===== config.mk =====
export PLATFORM = sky130hd
export DESIGN_NAME = pe_operand_splitter
export DESIGN_NICKNAME = d
export VERILOG_FILES = /design/src/rtl/pe_operand_splitter_pkg.sv /design/src/rtl/pe_slice_extend.sv /design/src/rtl/pe_operand_splitter.sv
export SDC_FILE = /design/constraint.sdc
export NUM_CORES = 1
export LEC_CHECK = 0
export CAP_MARGIN = 25
export CELL_PAD_IN_SITES_DETAIL_PLACEMENT = 0
export CELL_PAD_IN_SITES_GLOBAL_PLACEMENT = 1
export CORE_MARGIN = 2
export CORE_UTILIZATION = 41
export DETAILED_ROUTE_END_ITERATION = 10
export HOLD_SLACK_MARGIN = 0.02
export PLACE_DENSITY = 0.92
export SETUP_SLACK_MARGIN = 0.1
export SLEW_MARGIN = 20
export SYNTH_ARGS = -nofsm -noshare
export SYNTH_HDL_FRONTEND = slang
export SYNTH_HIERARCHICAL = 1
export SYNTH_SLANG_ARGS = --single-unit

===== constraint.sdc =====
create_clock -name clk -period 2.3 [get_ports clk]
set_input_delay 0.23 -clock clk [delete_from_list [all_inputs] [get_ports clk]]
set_output_delay 0.23 -clock clk [all_outputs]
set_load 0.02 [all_outputs]

===== src/rtl/pe_operand_splitter_pkg.sv =====
`default_nettype none
// ------------------------------------------------------------------------
// pe_operand_splitter_pkg : shared vector-core slice widths and FSM encoding
// Revision: 1.0
// ------------------------------------------------------------------------
package pe_operand_splitter_pkg;

   localparam int SLICE_WIDTH_DEF = 8;
   localparam int DATA_WIDTH_DEF  = 2 * SLICE_WIDTH_DEF;

   localparam logic [1:0] ST_IDLE   = 2'd0;
   localparam logic [1:0] ST_HIGH   = 2'd1;
   localparam logic [1:0] ST_LOW    = 2'd2;
   localparam logic [1:0] ST_NARROW = 2'd3;

   typedef enum logic [1:0] {
      IDLE   = ST_IDLE,
      HIGH   = ST_HIGH,
      LOW    = ST_LOW,
      NARROW = ST_NARROW
   } splitter_state_e;

endpackage : pe_operand_splitter_pkg
`default_nettype wire


===== src/rtl/pe_slice_extend.sv =====
`default_nettype none
// ------------------------------------------------------------------------
// pe_slice_extend : splits an operand into signed high / low multiplier slices
// Revision: 1.0
// ------------------------------------------------------------------------
module pe_slice_extend
   import pe_operand_splitter_pkg::*;
#(
   parameter int SLICE_WIDTH = SLICE_WIDTH_DEF,
   parameter int DATA_WIDTH  = 2 * SLICE_WIDTH
) (
   input  logic [DATA_WIDTH-1:0]  operand_i,
   input  logic                   wide_i,
   output logic [SLICE_WIDTH:0]   high_o,
   output logic [SLICE_WIDTH:0]   low_o
);

   assign high_o = {operand_i[DATA_WIDTH-1], operand_i[DATA_WIDTH-1 -: SLICE_WIDTH]};

   // Wide low halves are unsigned so that high*2^SLICE_WIDTH + low == operand;
   // narrow operands are the low half taken as signed.
   assign low_o  = {(wide_i ? 1'b0 : operand_i[SLICE_WIDTH-1]), operand_i[SLICE_WIDTH-1:0]};

endmodule : pe_slice_extend
`default_nettype wire


===== src/rtl/pe_operand_splitter.sv =====
`default_nettype none
// ------------------------------------------------------------------------
// pe_operand_splitter : streams wide operands as high/low slice beats
// Revision: 1.0
// ------------------------------------------------------------------------
module pe_operand_splitter
   import pe_operand_splitter_pkg::*;
#(
   parameter int DATA_WIDTH  = DATA_WIDTH_DEF,
   parameter int SLICE_WIDTH = SLICE_WIDTH_DEF
) (
   input  logic                   clk,
   input  logic                   rst,
   input  logic                   in_valid,
   output logic                   in_ready,
   input  logic [DATA_WIDTH-1:0]  in_data,
   input  logic                   in_wide,
   output logic                   out_valid,
   input  logic                   out_ready,
   output logic [SLICE_WIDTH:0]   out_slice,
   output logic                   out_is_high,
   output logic                   out_last
);

   splitter_state_e        state_q, state_d;
   logic                   valid_q, valid_d;
   logic [SLICE_WIDTH:0]   slice_q, slice_d;
   logic [SLICE_WIDTH:0]   low_q, low_d;
   logic                   is_high_q, is_high_d;
   logic                   last_q, last_d;

   logic [SLICE_WIDTH:0]   high_slice;
   logic [SLICE_WIDTH:0]   low_slice;
   logic                   beat_acc;
   logic                   in_acc;

   pe_slice_extend #(
      .SLICE_WIDTH (SLICE_WIDTH),
      .DATA_WIDTH  (DATA_WIDTH)
   ) u_slice_extend (
      .operand_i (in_data),
      .wide_i    (in_wide),
      .high_o    (high_slice),
      .low_o     (low_slice)
   );

   assign beat_acc = valid_q && out_ready;
   assign in_ready = (state_q == IDLE) || (beat_acc && last_q);
   assign in_acc   = in_valid && in_ready;

   always_comb begin
      state_d   = state_q;
      valid_d   = valid_q;
      slice_d   = slice_q;
      low_d     = low_q;
      is_high_d = is_high_q;
      last_d    = last_q;

      case (state_q)
         HIGH: begin
            if (beat_acc) begin
               state_d   = LOW;
               slice_d   = low_q;
               is_high_d = 1'b0;
               last_d    = 1'b1;
            end
         end
         LOW, NARROW: begin
            if (beat_acc && !in_acc) begin
               state_d = IDLE;
               valid_d = 1'b0;
            end
         end
         default: ;
      endcase

      // A new operand may be taken from IDLE or while the last beat drains.
      if (in_acc) begin
         valid_d = 1'b1;
         if (in_wide) begin
            state_d   = HIGH;
            slice_d   = high_slice;
            low_d     = low_slice;
            is_high_d = 1'b1;
            last_d    = 1'b0;
         end else begin
            state_d   = NARROW;
            slice_d   = low_slice;
            is_high_d = 1'b0;
            last_d    = 1'b1;
         end
      end
   end

   always_ff @(posedge clk or posedge rst) begin
      if (rst) begin
         state_q   <= IDLE;
         valid_q   <= 1'b0;
         slice_q   <= '0;
         low_q     <= '0;
         is_high_q <= 1'b0;
         last_q    <= 1'b0;
      end else begin
         state_q   <= state_d;
         valid_q   <= valid_d;
         slice_q   <= slice_d;
         low_q     <= low_d;
         is_high_q <= is_high_d;
         last_q    <= last_d;
      end
   end

   assign out_valid   = valid_q;
   assign out_slice   = slice_q;
   assign out_is_high = is_high_q;
   assign out_last    = last_q;

endmodule : pe_operand_splitter
`default_nettype wire

==> reports/summary.md, run 1 <==
## STA
• **Min Hold Slack** 0.234 ns
• **final period utilization** 81.6%
• **Final Hold Viols** 0
• **post-route setup slack** 0.422 ns
• **achievable clock frequency** 533 MHz
• **actual transition at the worst max-transition pin** 0.561 ns
• **max-slew violation count** 0
• **unrepaired setup endpoints after global routing** no
• **final setup fails** 0
• **Worst Clk Skew** 0.0134 ns
• **accumulated negative setup slack** 0 ns
• **remaining max-slew budget at the tightest pin** 62.6%
• **min cycle time layout** 1.88 ns

## Worst setup path
• **required time of the critical path** 2.07 ns
• **element type at the critical path end** output pin
• **cells along the critical path** o21ai_0 > clkdlybuf4s50_1
• **Worst EP arrival** 1.65 ns
• **highest-delay cell along the critical path** sky130_fd_sc_hd__clkdlybuf4s50_1
• **Critical Path Start Type** flip-flop
• **Crit Path Category** flip-flop to output pin
• **largest incremental delay on the critical path** 0.62 ns
• **CP max FO** 9

## Clock tree
• **CTS Root Buffer Type** sky130_fd_sc_hd__clkbuf_4
• **number of H-tree branching levels** 1
• **later-pin clock latency in the skew report** 0.32 ns
• **Max clock buf depth** 2
• **CTS tree** built
• **total of hold buffers inserted after clock tree synthesis** 0
• **number of buffers inserted to repair setup after CTS** 0
• **cts repair resizes** 0
• **clock net sink count** 23
• **TritonCTS Buffers** 3
• **Clock transition at path regs** 0.14 ns

## Run
• **number of maximum-capacitance violations** 0

## Die
• **Die X** 62.9 um
• **effective utilization at floorplan** 42.6%
• **std cell rows** 21
• **Die H** 62.9 um
• **core area** 3340 um2
• **Die Area** 3950 um2
• **total I/O pin count** 34

## Placed design
• **half-perimeter wire length of the detailed placement result** 2.03 mm
• **port bufs** 33
• **placer congestion estimate** 0.740
• **setup slack at placement** 0.341 ns

## Global routing
• **maximum number of pins on one net before global-route repair** 24
• **total global-route track usage** 14.9%
• **global-route congestion overflow total** 0
• **number of antenna violations at the first check in global routing** 0
• **vias in the first global route** 1062
• **global-route wire length before repair** 4.73 mm

## Drt
• **DR vias/cell** 5.38
• **vias after detailed routing** 1050
• **number of detailed-route iterations in the first pass** 4
• **Total Routed Length** 2.85 mm
• **first-iteration detailed-routing DRC count** 15
• **post-route antenna net violation count** 0
• **number of remaining DRC errors** 0
• **mean routed wirelength per cell** 14.6 um

## Yosys
• **sequential cell area fraction in the yosys report** 40.5%
• **count of unique library cells instantiated by Yosys** 30
• **syn_nets** 150
• **Avg Synthesized Cell Area** 11.0 um2
• **netlist area before placement** 1420 um2
• **gate count after technology mapping** 129
• **share of the synthesized area in the top cell type** 40.5%
• **cell accounting for the most synthesized area** sky130_fd_sc_hd__dfrtp_1
• **Yosys warning total** 6
• **top area cells in the synthesized netlist** sky130_fd_sc_hd__dfrtp_1, sky130_fd_sc_hd__mux2_2, sky130_fd_sc_hd__buf_4
• **FF+latch count, synth** 23

## Finish
• **layout cells sized above 1** 30.9%
• **area delta synth->final** 21.1%
• **Inserted Diodes** 0
• **end-of-flow core utilization** 51.6%
• **layout net count** 171

## Power and ir drop
• **leak pwr** 0.714 nW
• **largest vdd supply drop** 506 uV
• **power consumption** 2.08 mW
• **total power per unit cell area** 1210 nW/um2

## Min path
• **Hold Path Class** primary input to async pin

## Run status
• **result of the run** finished clean

-- registers in the layout, summed over array words and instances, names as in the netlist --
signal and flops:
low_q 9, out_is_high 1, out_last 1, out_valid 1, out_slice 9, state_q 2
-- where the power goes --
group / total (mW) / switching (mW) / internal, mW
registers: 0.766 / 0.161 / 0.605
logic: 1.12 / 0.538 / 0.583
clock network: 0.197 / 0.132 / 0.0652
total: 2.08 / 0.831 / 1.25
-- worst max-delay path: cells and delay by family (launching register included) --
kind	cells	cell delay (ns)
AOI/OAI and AO/OA	1	0.20
buffers and inverters	1	0.62
DFF	1	0.50
-- final timing paths --
check / cells past startpoint / end / start / slack [ns]
max: 2 / in_ready / state_q[1] / 0.42
min: 3 / low_q[6] / rst / 0.23
min in group clk: 1 / low_q[5] / low_q[5] / 0.52
max reg2reg: 3 / out_slice[0] / state_q[1] / 0.63
min reg2reg: 1 / low_q[5] / low_q[5] / 0.52
max in group asynchronous: 3 / out_slice[2] / rst / 1.82
-- cell usage after synthesis, drive strengths merged --
cell type  count
mux2          18
buf           24
o21bai         1
a21o           2
and3b          1
or3b           1
clkbuf         2
a21oi         10
and3           1
nor2           1
nand4b         1
dfrtp         23
nor3           9
nand2          4
nor4b          1
o31ai          9
and4           1
nor3b          1
o221a          1
inv            2
a221o          1
nor2b          1
nand4         10
o21ai          2
a22o           1
nand3          1
-- kinds of logic (layout without fill, tap and decap cells) --
family,count (synthesis),after routing,share of synthesized area (%)
buf+inv,28,48,13.4
simple gates,33,33,15.5
mux,18,18,14.3
flops,23,23,40.5
compound gates,27,27,16.4
-- layout by cell type, fill, tap and decap left out --
| master | synthesis | final |
|---|---|---|
| sky130_fd_sc_hd__clkdlybuf4s50_1 | 0 | 33 |
| sky130_fd_sc_hd__and3b_1 | 1 | 1 |
| sky130_fd_sc_hd__a21oi_2 | 1 | 1 |
| sky130_fd_sc_hd__o21bai_1 | 1 | 1 |
| sky130_fd_sc_hd__mux2_2 | 18 | 18 |
| sky130_fd_sc_hd__buf_4 | 17 | 9 |
| sky130_fd_sc_hd__nand4b_2 | 1 | 1 |
| sky130_fd_sc_hd__nor2_1 | 1 | 1 |
| sky130_fd_sc_hd__o221a_2 | 1 | 1 |
| sky130_fd_sc_hd__a22o_1 | 1 | 1 |
| sky130_fd_sc_hd__nand3_1 | 1 | 1 |
| sky130_fd_sc_hd__nand4_1 | 10 | 10 |
| sky130_fd_sc_hd__dfrtp_1 | 23 | 23 |
| sky130_fd_sc_hd__clkbuf_4 | 0 | 3 |
| sky130_fd_sc_hd__a21oi_1 | 9 | 9 |
| sky130_fd_sc_hd__a221o_1 | 1 | 1 |
| sky130_fd_sc_hd__nand2_1 | 4 | 4 |
| sky130_fd_sc_hd__and3_1 | 1 | 1 |
| sky130_fd_sc_hd__o21ai_2 | 1 | 1 |
| sky130_fd_sc_hd__inv_1 | 2 | 2 |
| sky130_fd_sc_hd__and4_1 | 1 | 1 |
| sky130_fd_sc_hd__clkinv_2 | 0 | 1 |
| sky130_fd_sc_hd__nor2b_4 | 1 | 1 |
| sky130_fd_sc_hd__o21ai_0 | 1 | 1 |
| sky130_fd_sc_hd__nor3b_4 | 1 | 1 |
| sky130_fd_sc_hd__or3b_1 | 1 | 1 |
| sky130_fd_sc_hd__a21o_1 | 2 | 2 |
| sky130_fd_sc_hd__nor3_1 | 9 | 9 |
| sky130_fd_sc_hd__nor4b_1 | 1 | 1 |
| sky130_fd_sc_hd__o31ai_2 | 9 | 9 |
-- layer usage --
layer	GRT usage (%)	wire length [um]
met2	26.3	1480
met5	0	0
met4	6.11	42
met3	3.42	120
met1	17.3	1210
-- per-stage QoR --
step,cell area (um2),cells
after floorplan,1420,129
after global placement,1690,191
after CTS,1720,195
final,1720,195
after detailed placement,1690,191
after global routing,1720,195
-- final cells by class --
| cell class | count | area, um2 |
|---|---|---|
| fillers | 309 | 1620 |
| multi-input cells | 78 | 656 |
| flip-flops and latches | 23 | 576 |
| repair buffers | 42 | 398 |
| well taps | 46 | 57.6 |
| clock buffers | 3 | 22.5 |
| inverters | 2 | 7.51 |
| clock inverters | 1 | 5.00 |
No activity file was read; power rests on OpenSTA's default activity.
==> run 2, diff against run 1 <==
--- a/config.mk
+++ b/config.mk
@@ -9,10 +9,10 @@
 export CELL_PAD_IN_SITES_DETAIL_PLACEMENT = 0
 export CELL_PAD_IN_SITES_GLOBAL_PLACEMENT = 1
 export CORE_MARGIN = 2
-export CORE_UTILIZATION = 41
+export CORE_UTILIZATION = 34
 export DETAILED_ROUTE_END_ITERATION = 10
 export HOLD_SLACK_MARGIN = 0.02
-export PLACE_DENSITY = 0.92
+export PLACE_DENSITY = 0.83
 export SETUP_SLACK_MARGIN = 0.1
 export SLEW_MARGIN = 20
 export SYNTH_ARGS = -nofsm -noshare
==> constraint.sdc (replaced) <==
create_clock -name clk -period 1.6 [get_ports clk]
set_input_delay 0.16 -clock clk [delete_from_list [all_inputs] [get_ports clk]]
set_output_delay 0.16 -clock clk [all_outputs]
set_load 0.02 [all_outputs]
==> run 2 against run 1 <==
Worst hold slack improved by 0.0041 ns. Design area rose by 11%. Clock skew fell by 0.0069 ns. Power rose by 62%. Routed wire length rose by 13%. Via count rose by 5.0%. Global-route usage fell by 0.50 points. Critical path depth rose by 3. Non-clock buffer count rose by 8. Core utilization fell by 4.0 points. Largest power group unchanged.
==> reports/summary.md, run 2 (same netlist as run 1, synthesis figures left out) <==
## Run status
• **result of the run** finished clean

## Worst setup path
• **CP max FO** 9, unchanged
• **Reg2Reg Depth** 5, +2
• **Crit Path Category** flip-flop to flip-flop
• **required time of the critical path** 1.77 ns, -0.30 ns
• **largest incremental delay on the critical path** 0.39 ns, -0.23 ns
• **element type at the critical path end** flip-flop
• **startpoint of the worst register-to-register path** state_q[1]
• **Worst EP arrival** 1.63 ns, -0.02 ns
• **highest-delay cell along the critical path** sky130_fd_sc_hd__dfrtp_1
• **worst reg-to-reg setup slack** 0.14 ns, -0.49 ns
• **cells along the critical path** buf_4 > nor3b_4 > buf_6 > nor3_1 > o31ai_4
• **Critical Path Start Type** flip-flop
• **r2r endpoint** out_slice[7]

## STA
• **final setup fails** 0, unchanged
• **Final Hold Viols** 0, unchanged
• **max-slew violation count** 0, unchanged
• **Worst Clk Skew** 0.00650 ns, -0.00692 ns
• **final period utilization** 91.5%
• **post-route setup slack** 0.137 ns, -0.286 ns
• **actual transition at the worst max-transition pin** 0.325 ns, -0.235 ns
• **min cycle time layout** 1.46 ns
• **achievable clock frequency** 683 MHz
• **unrepaired setup endpoints after global routing** yes
• **remaining max-slew budget at the tightest pin** 78.2%, +16 points

## Drt
• **vias after detailed routing** 1103, +5.0%
• **mean routed wirelength per cell** 15.5 um, +5.8%
• **number of remaining DRC errors** 0, unchanged
• **DR vias/cell** 5.30, -1.5%
• **post-route antenna net violation count** 0, unchanged
• **number of detailed-route iterations in the first pass** 4, unchanged
• **Total Routed Length** 3.22 mm, +13%
• **first-iteration detailed-routing DRC count** 55, +40

## Finish
• **final cell count without fillers** 208, +6.7%
• **most frequent cells in the layout** sky130_fd_sc_hd__clkdlybuf4s50_1, sky130_fd_sc_hd__dfrtp_1, sky130_fd_sc_hd__mux2_2
• **end-of-flow core utilization** 47.6%, -4.0 points
• **number of fill cells** 368, +19%
• **layout cells sized above 1** 38.6%, +7.7 points
• **area delta synth->final** 33.9%
• **most common library cell in the layout ignoring fill and taps** sky130_fd_sc_hd__clkdlybuf4s50_1
• **Inserted Diodes** 0, unchanged
• **layout net count** 180, +5.3%

## Clock tree
• **CTS Root Buffer Type** sky130_fd_sc_hd__clkbuf_8
• **later-pin clock latency in the skew report** 0.26 ns, -0.06 ns
• **TritonCTS Buffers** 3, unchanged
• **Clock transition at path regs** 0.08 ns, -0.06 ns
• **Max clock buf depth** 2, unchanged
• **CTS tree** built
• **number of buffers inserted to repair setup after CTS** 0, unchanged
• **clock net sink count** 23, unchanged
• **number of H-tree branching levels** 1, unchanged

## Die
• **core area** 4000 um2, +20%
• **std cell rows** 23, +9.5%
• **Die X** 68.7 um, +9.2%
• **effective utilization at floorplan** 35.5%, -7.1 points
• **Die Area** 4710 um2, +19%
• **total I/O pin count** 34, unchanged
• **Die H** 68.7 um, +9.2%

## Power and ir drop
• **largest vdd supply drop** 908 uV, +79%
• **leak pwr** 0.793 nW, +11%
• **clock group share of total power** 10.5%, +1.0 points
• **Switching Power** 1.30 mW, +57%
• **sequential group share of total power** 31.4%, -5.4 points
• **fraction of power consumed by combinational cells** 58.1%, +4.3 points
• **internal power component** 2.06 mW, +65%
• **total power per unit cell area** 1770 nW/um2, +46%
• **fraction of power spent switching nets** 38.7%, -1.2 points

## Placed design
• **placer congestion estimate** 0.776, +4.9%
• **setup slack at placement** -0.145 ns, -0.486 ns
• **port bufs** 33, unchanged
• **Post-Place Cells** 203, +6.3%
• **half-perimeter wire length of the detailed placement result** 2.28 mm, +12%

## Run
• **number of maximum-capacitance violations** 0, unchanged

## Global routing
• **number of antenna violations at the first check in global routing** 0, unchanged
• **met1 layer usage reported by global route** 19.9%, +2.5 points
• **met3 usage** 2.60%, -0.83 points
• **maximum number of pins on one net before global-route repair** 24, unchanged
• **vias in the first global route** 1094, +3.0%
• **routing usage on met2** 23.4%, -2.9 points
• **peak-usage layer in the global routing report** met2
• **global-route wire length before repair** 5.09 mm, +7.7%
• **total global-route track usage** 14.4%, -0.50 points
• **global-route congestion overflow total** 0, unchanged

## Min path
• **Hold Path Class** primary input to async pin

run 2: changes by cell type in the layout (fill, tap and decap cells not counted), sizes merged:
| cell | delta |
|---|---|
| dlymetal6s2s | +1 |
| clkinv | -1 |
| buf | +8 |
| dlygate4sd2 | +1 |
| clkdlybuf4s50 | -3 |
| clkbuf | +1 |
| dlygate4sd1 | +1 |
| o21ai | +1 |
run 2: repair_timing:
item,in CTS,in global routing
resized for setup,2,14
pin swaps,0,1
setup endpoints to repair,2,20
cloned,0,1
hold buffers,0,0
run 2: final cells by class:
cell class,instances,area (um2),area share (%)
tap,50,62.6,3.29
inverter,2,7.51,0.394
multi-input combinational,79,712,37.4
sequential,23,577,30.3
timing repair buffer,50,499,26.2
clock buffer,4,45.0,2.37
run 2: worst max-delay path by stage:
stage                from      endpoint  slack (ns)  depth (start not counted)
2_1_floorplan  state_q[1]  out_slice[0]        0.10                          5
6_report       state_q[1]  out_slice[7]        0.14                          5
5_1_grt        state_q[1]  out_slice[8]        0.07                          5
4_1_cts         out_valid      low_q[4]        0.11                          3
3_5_place_dp     in_valid      low_q[1]       -0.15                          5
3_3_place_gp     in_valid      low_q[2]       -0.10                          5
run 2: metrics by stage:
| stage | cell area, um2 | total power, mW | setup TNS, ns | hold slack, ns |
|---|---|---|---|---|
| detailed placement | 1800 | 2.93 | -2.23 | 0.494 |
| CTS | 1850 | 3.27 | 0 | 0.250 |
| global placement | 1800 | 2.87 | -1.82 | 0.489 |
| floorplan | 1440 | 2.26 | 0 | 0.162 |
| finish | 1900 | 3.37 | 0 | 0.238 |
| global route | 1900 | 3.59 | 0 | 0.272 |
run 2: metal layers:
metal | routed length, um | vias to the layer above
li1 | - | 525
met1 | 1390 | 543
met2 | 1650 | 31
met3 | 155 | 4
met4 | 29 | 0
met5 | 0 | -
run 2: power by group through the flow:
stage | combinational [mW] | sequential, mW | clock (mW)
3_3_place_gp | 1.82 | 1.05 | 0
6_report | 1.96 | 1.06 | 0.352
3_5_place_dp | 1.87 | 1.06 | 0
4_1_cts | 1.85 | 1.05 | 0.365
2_1_floorplan | 1.06 | 1.20 | 0
5_1_grt | 2.10 | 1.10 | 0.394
run 2: critical path, delay by kind of cell, from the launching register on:
kind                   cells  cell delay [ns]
AND/OR/NAND/NOR            2             0.41
AO/OA/AOI/OAI              1             0.21
buffers and inverters      2             0.37
flip-flops                 1             0.39
==> run 3, diff against run 2 <==
--- a/config.mk
+++ b/config.mk
@@ -8,7 +8,6 @@
 export CAP_MARGIN = 25
 export CELL_PAD_IN_SITES_DETAIL_PLACEMENT = 0
 export CELL_PAD_IN_SITES_GLOBAL_PLACEMENT = 1
-export CORE_MARGIN = 2
 export CORE_UTILIZATION = 34
 export DETAILED_ROUTE_END_ITERATION = 10
 export HOLD_SLACK_MARGIN = 0.02
==> run 3 against run 2 <==
Non-clock buffer count rose by 2. Highest routed layer unchanged. Global-route usage rose by 2.1 points. Maximum frequency fell by 2.8%. Critical endpoint is now out_slice[3].
==> reports/summary.md, run 3 (same netlist as run 1, synthesis figures left out) <==
## Run status
• **result of the run** finished clean

## Global routing
• **global-route congestion overflow total** 0, unchanged
• **vias in the first global route** 1185, +8.3%
• **maximum number of pins on one net before global-route repair** 24, unchanged
• **total global-route track usage** 16.5%, +2.1 points
• **number of antenna violations at the first check in global routing** 0, unchanged
• **global-route wire length before repair** 5.41 mm, +6.2%

## STA
• **unrepaired setup endpoints after global routing** yes
• **remaining max-slew budget at the tightest pin** 76.0%, -2.1 points
• **Worst Clk Skew** 0.00127 ns, -0.00524 ns
• **Final Hold Viols** 0, unchanged
• **actual transition at the worst max-transition pin** 0.357 ns, +0.0318 ns
• **min cycle time layout** 1.51 ns, +0.0424 ns
• **accumulated negative setup slack** 0 ns, unchanged
• **max-slew violation count** 0, unchanged
• **post-route setup slack** 0.0942 ns, -0.0424 ns
• **final period utilization** 94.1%, +2.7 points
• **final setup fails** 0, unchanged
• **achievable clock frequency** 664 MHz, -2.8%

## Clock tree
• **Max clock buf depth** 2, unchanged
• **number of buffers inserted to repair setup after CTS** 0, unchanged
• **number of H-tree branching levels** 1, unchanged
• **total of hold buffers inserted after clock tree synthesis** 0, unchanged
• **later-pin clock latency in the skew report** 0.27 ns, about the same
• **CTS tree** built
• **Clock transition at path regs** 0.08 ns, about the same
• **TritonCTS Buffers** 3, unchanged
• **clock net sink count** 23, unchanged
• **CTS Root Buffer Type** sky130_fd_sc_hd__clkbuf_8

## Drt
• **vias after detailed routing** 1133, +2.7%
• **first-iteration detailed-routing DRC count** 44, -20%
• **number of detailed-route iterations in the first pass** 4, unchanged
• **post-route antenna net violation count** 0, unchanged
• **Total Routed Length** 3.52 mm, +9.2%
• **mean routed wirelength per cell** 16.8 um, +8.7%
• **number of remaining DRC errors** 0, unchanged
• **DR vias/cell** 5.42, +2.2%

## Placed design
• **port bufs** 33, unchanged
• **half-perimeter wire length of the detailed placement result** 2.42 mm, +6.0%
• **placer congestion estimate** 0.809, +4.3%
• **Post-Place Cells** 204, +0.49%
• **setup slack at placement** -0.166 ns, -0.0207 ns

## Die
• **std cell rows** 23, unchanged
• **core area** 4000 um2, unchanged
• **Die X** 66.7 um, -2.9%
• **Die Area** 4440 um2, -5.7%
• **Die H** 66.7 um, -2.9%
• **effective utilization at floorplan** 35.5%, unchanged
• **total I/O pin count** 34, unchanged

## Finish
• **final cell count without fillers** 209, +0.48%
• **area delta synth->final** 40.5%
• **number of fill cells** 361, -1.9%
• **most frequent cells in the layout** sky130_fd_sc_hd__clkdlybuf4s50_1, sky130_fd_sc_hd__dfrtp_1, sky130_fd_sc_hd__mux2_2
• **most common library cell in the layout ignoring fill and taps** sky130_fd_sc_hd__clkdlybuf4s50_1
• **end-of-flow core utilization** 49.9%, +2.3 points
• **layout cells sized above 1** 44.0%, +5.4 points
• **Inserted Diodes** 0, unchanged
• **layout net count** 181, +0.56%

## Min path
• **Hold Path Class** primary input to async pin

## Worst setup path
• **Worst EP arrival** 1.69 ns, +0.06 ns
• **startpoint of the worst register-to-register path** state_q[1]
• **startpoint of the worst setup timing path** state_q[1]
• **required time of the critical path** 1.79 ns, +0.02 ns
• **crit path capture** out_slice[3]
• **Critical Path Start Type** flip-flop
• **largest incremental delay on the critical path** 0.42 ns, +0.03 ns
• **worst reg-to-reg setup slack** 0.09 ns, -0.04 ns
• **cells along the critical path** or3b_4 > and3_4 > clkbuf_16 > o31ai_4
• **r2r endpoint** out_slice[3]
• **Reg2Reg Depth** 4, -1
• **Crit Path Category** flip-flop to flip-flop
• **element type at the critical path end** flip-flop
• **highest-delay cell along the critical path** sky130_fd_sc_hd__dfrtp_1
• **CP max FO** 5, -4

## Power and ir drop
• **leak pwr** 0.822 nW, +3.7%
• **power consumption** 3.67 mW, +9.0%
• **total power per unit cell area** 1840 nW/um2, +3.9%
• **largest vdd supply drop** 798 uV, -12%

## Run
• **number of maximum-capacitance violations** 0, unchanged

run 3: cell count changes in the layout (fill, tap and decap cells not counted), moves of 2 or more:
cell / change
sky130_fd_sc_hd__a21oi_1: -5
sky130_fd_sc_hd__a21oi_2: +5
sky130_fd_sc_hd__o31ai_2: -5
sky130_fd_sc_hd__o31ai_4: +5
sky130_fd_sc_hd__nor3_2: +2
sky130_fd_sc_hd__nor3_1: -2
run 3: worst min path at each step:
| stage | start | to | slack, ns |
|---|---|---|---|
| floorplan | rst | low_q[0] | 0.16 |
| global placement | low_q[3] | low_q[3] | 0.49 |
| detailed placement | out_is_high | out_is_high | 0.48 |
| CTS | rst | out_slice[6] | 0.24 |
| global route | rst | out_slice[7] | 0.26 |
| finish | rst | out_slice[8] | 0.23 |
run 3: cell type report:
cell class	count	area (um2)	share of cell area (%)
clock inverters	1	5.00	0.251
clock buffers	3	41.3	2.07
well taps	50	62.6	3.13
flip-flops and latches	23	577	28.9
repair buffers	52	531	26.6
multi-input cells	78	773	38.7
inverters	2	7.51	0.376
run 3: critical path: cells and delay by family (launching register included):
kind,cells,cell delay (ns)
and+or+nand+nor,2,0.60
DFF,1,0.42
AOI/OAI and AO/OA,1,0.23
buffers and inverters,1,0.17
run 3: metal layers:
layer / vias to the layer above / GRT usage, % / routed length, um
met1: 559 / 20.2 / 1510
met2: 35 / 28.3 / 1750
li1: 527 / - / -
met4: 0 / 6.65 / 80
met3: 12 / 3.08 / 177
met5: - / 0 / 0
run 3: power breakdown:
part | leakage [nW] | switching (mW) | internal [mW]
clock | 0.0255 | 0.200 | 0.175
sequential | 0.278 | 0.201 | 0.875
combinational | 0.519 | 1.08 | 1.14
run 3: metrics by stage:
step | area [um2] | hold WS (ns)
2_1_floorplan | 1440 | 0.162
3_3_place_gp | 1810 | 0.490
3_5_place_dp | 1810 | 0.482
4_1_cts | 1860 | 0.242
5_1_grt | 2000 | 0.264
6_report | 2000 | 0.229
run 3: what timing repair did:
item                                   in CTS  in global routing
pin swaps                                   0                  8
endpoints found under the hold margin       0                  0
cloned                                      0                  1
setup endpoints to repair                   9                 18
resized for setup                           4                 25
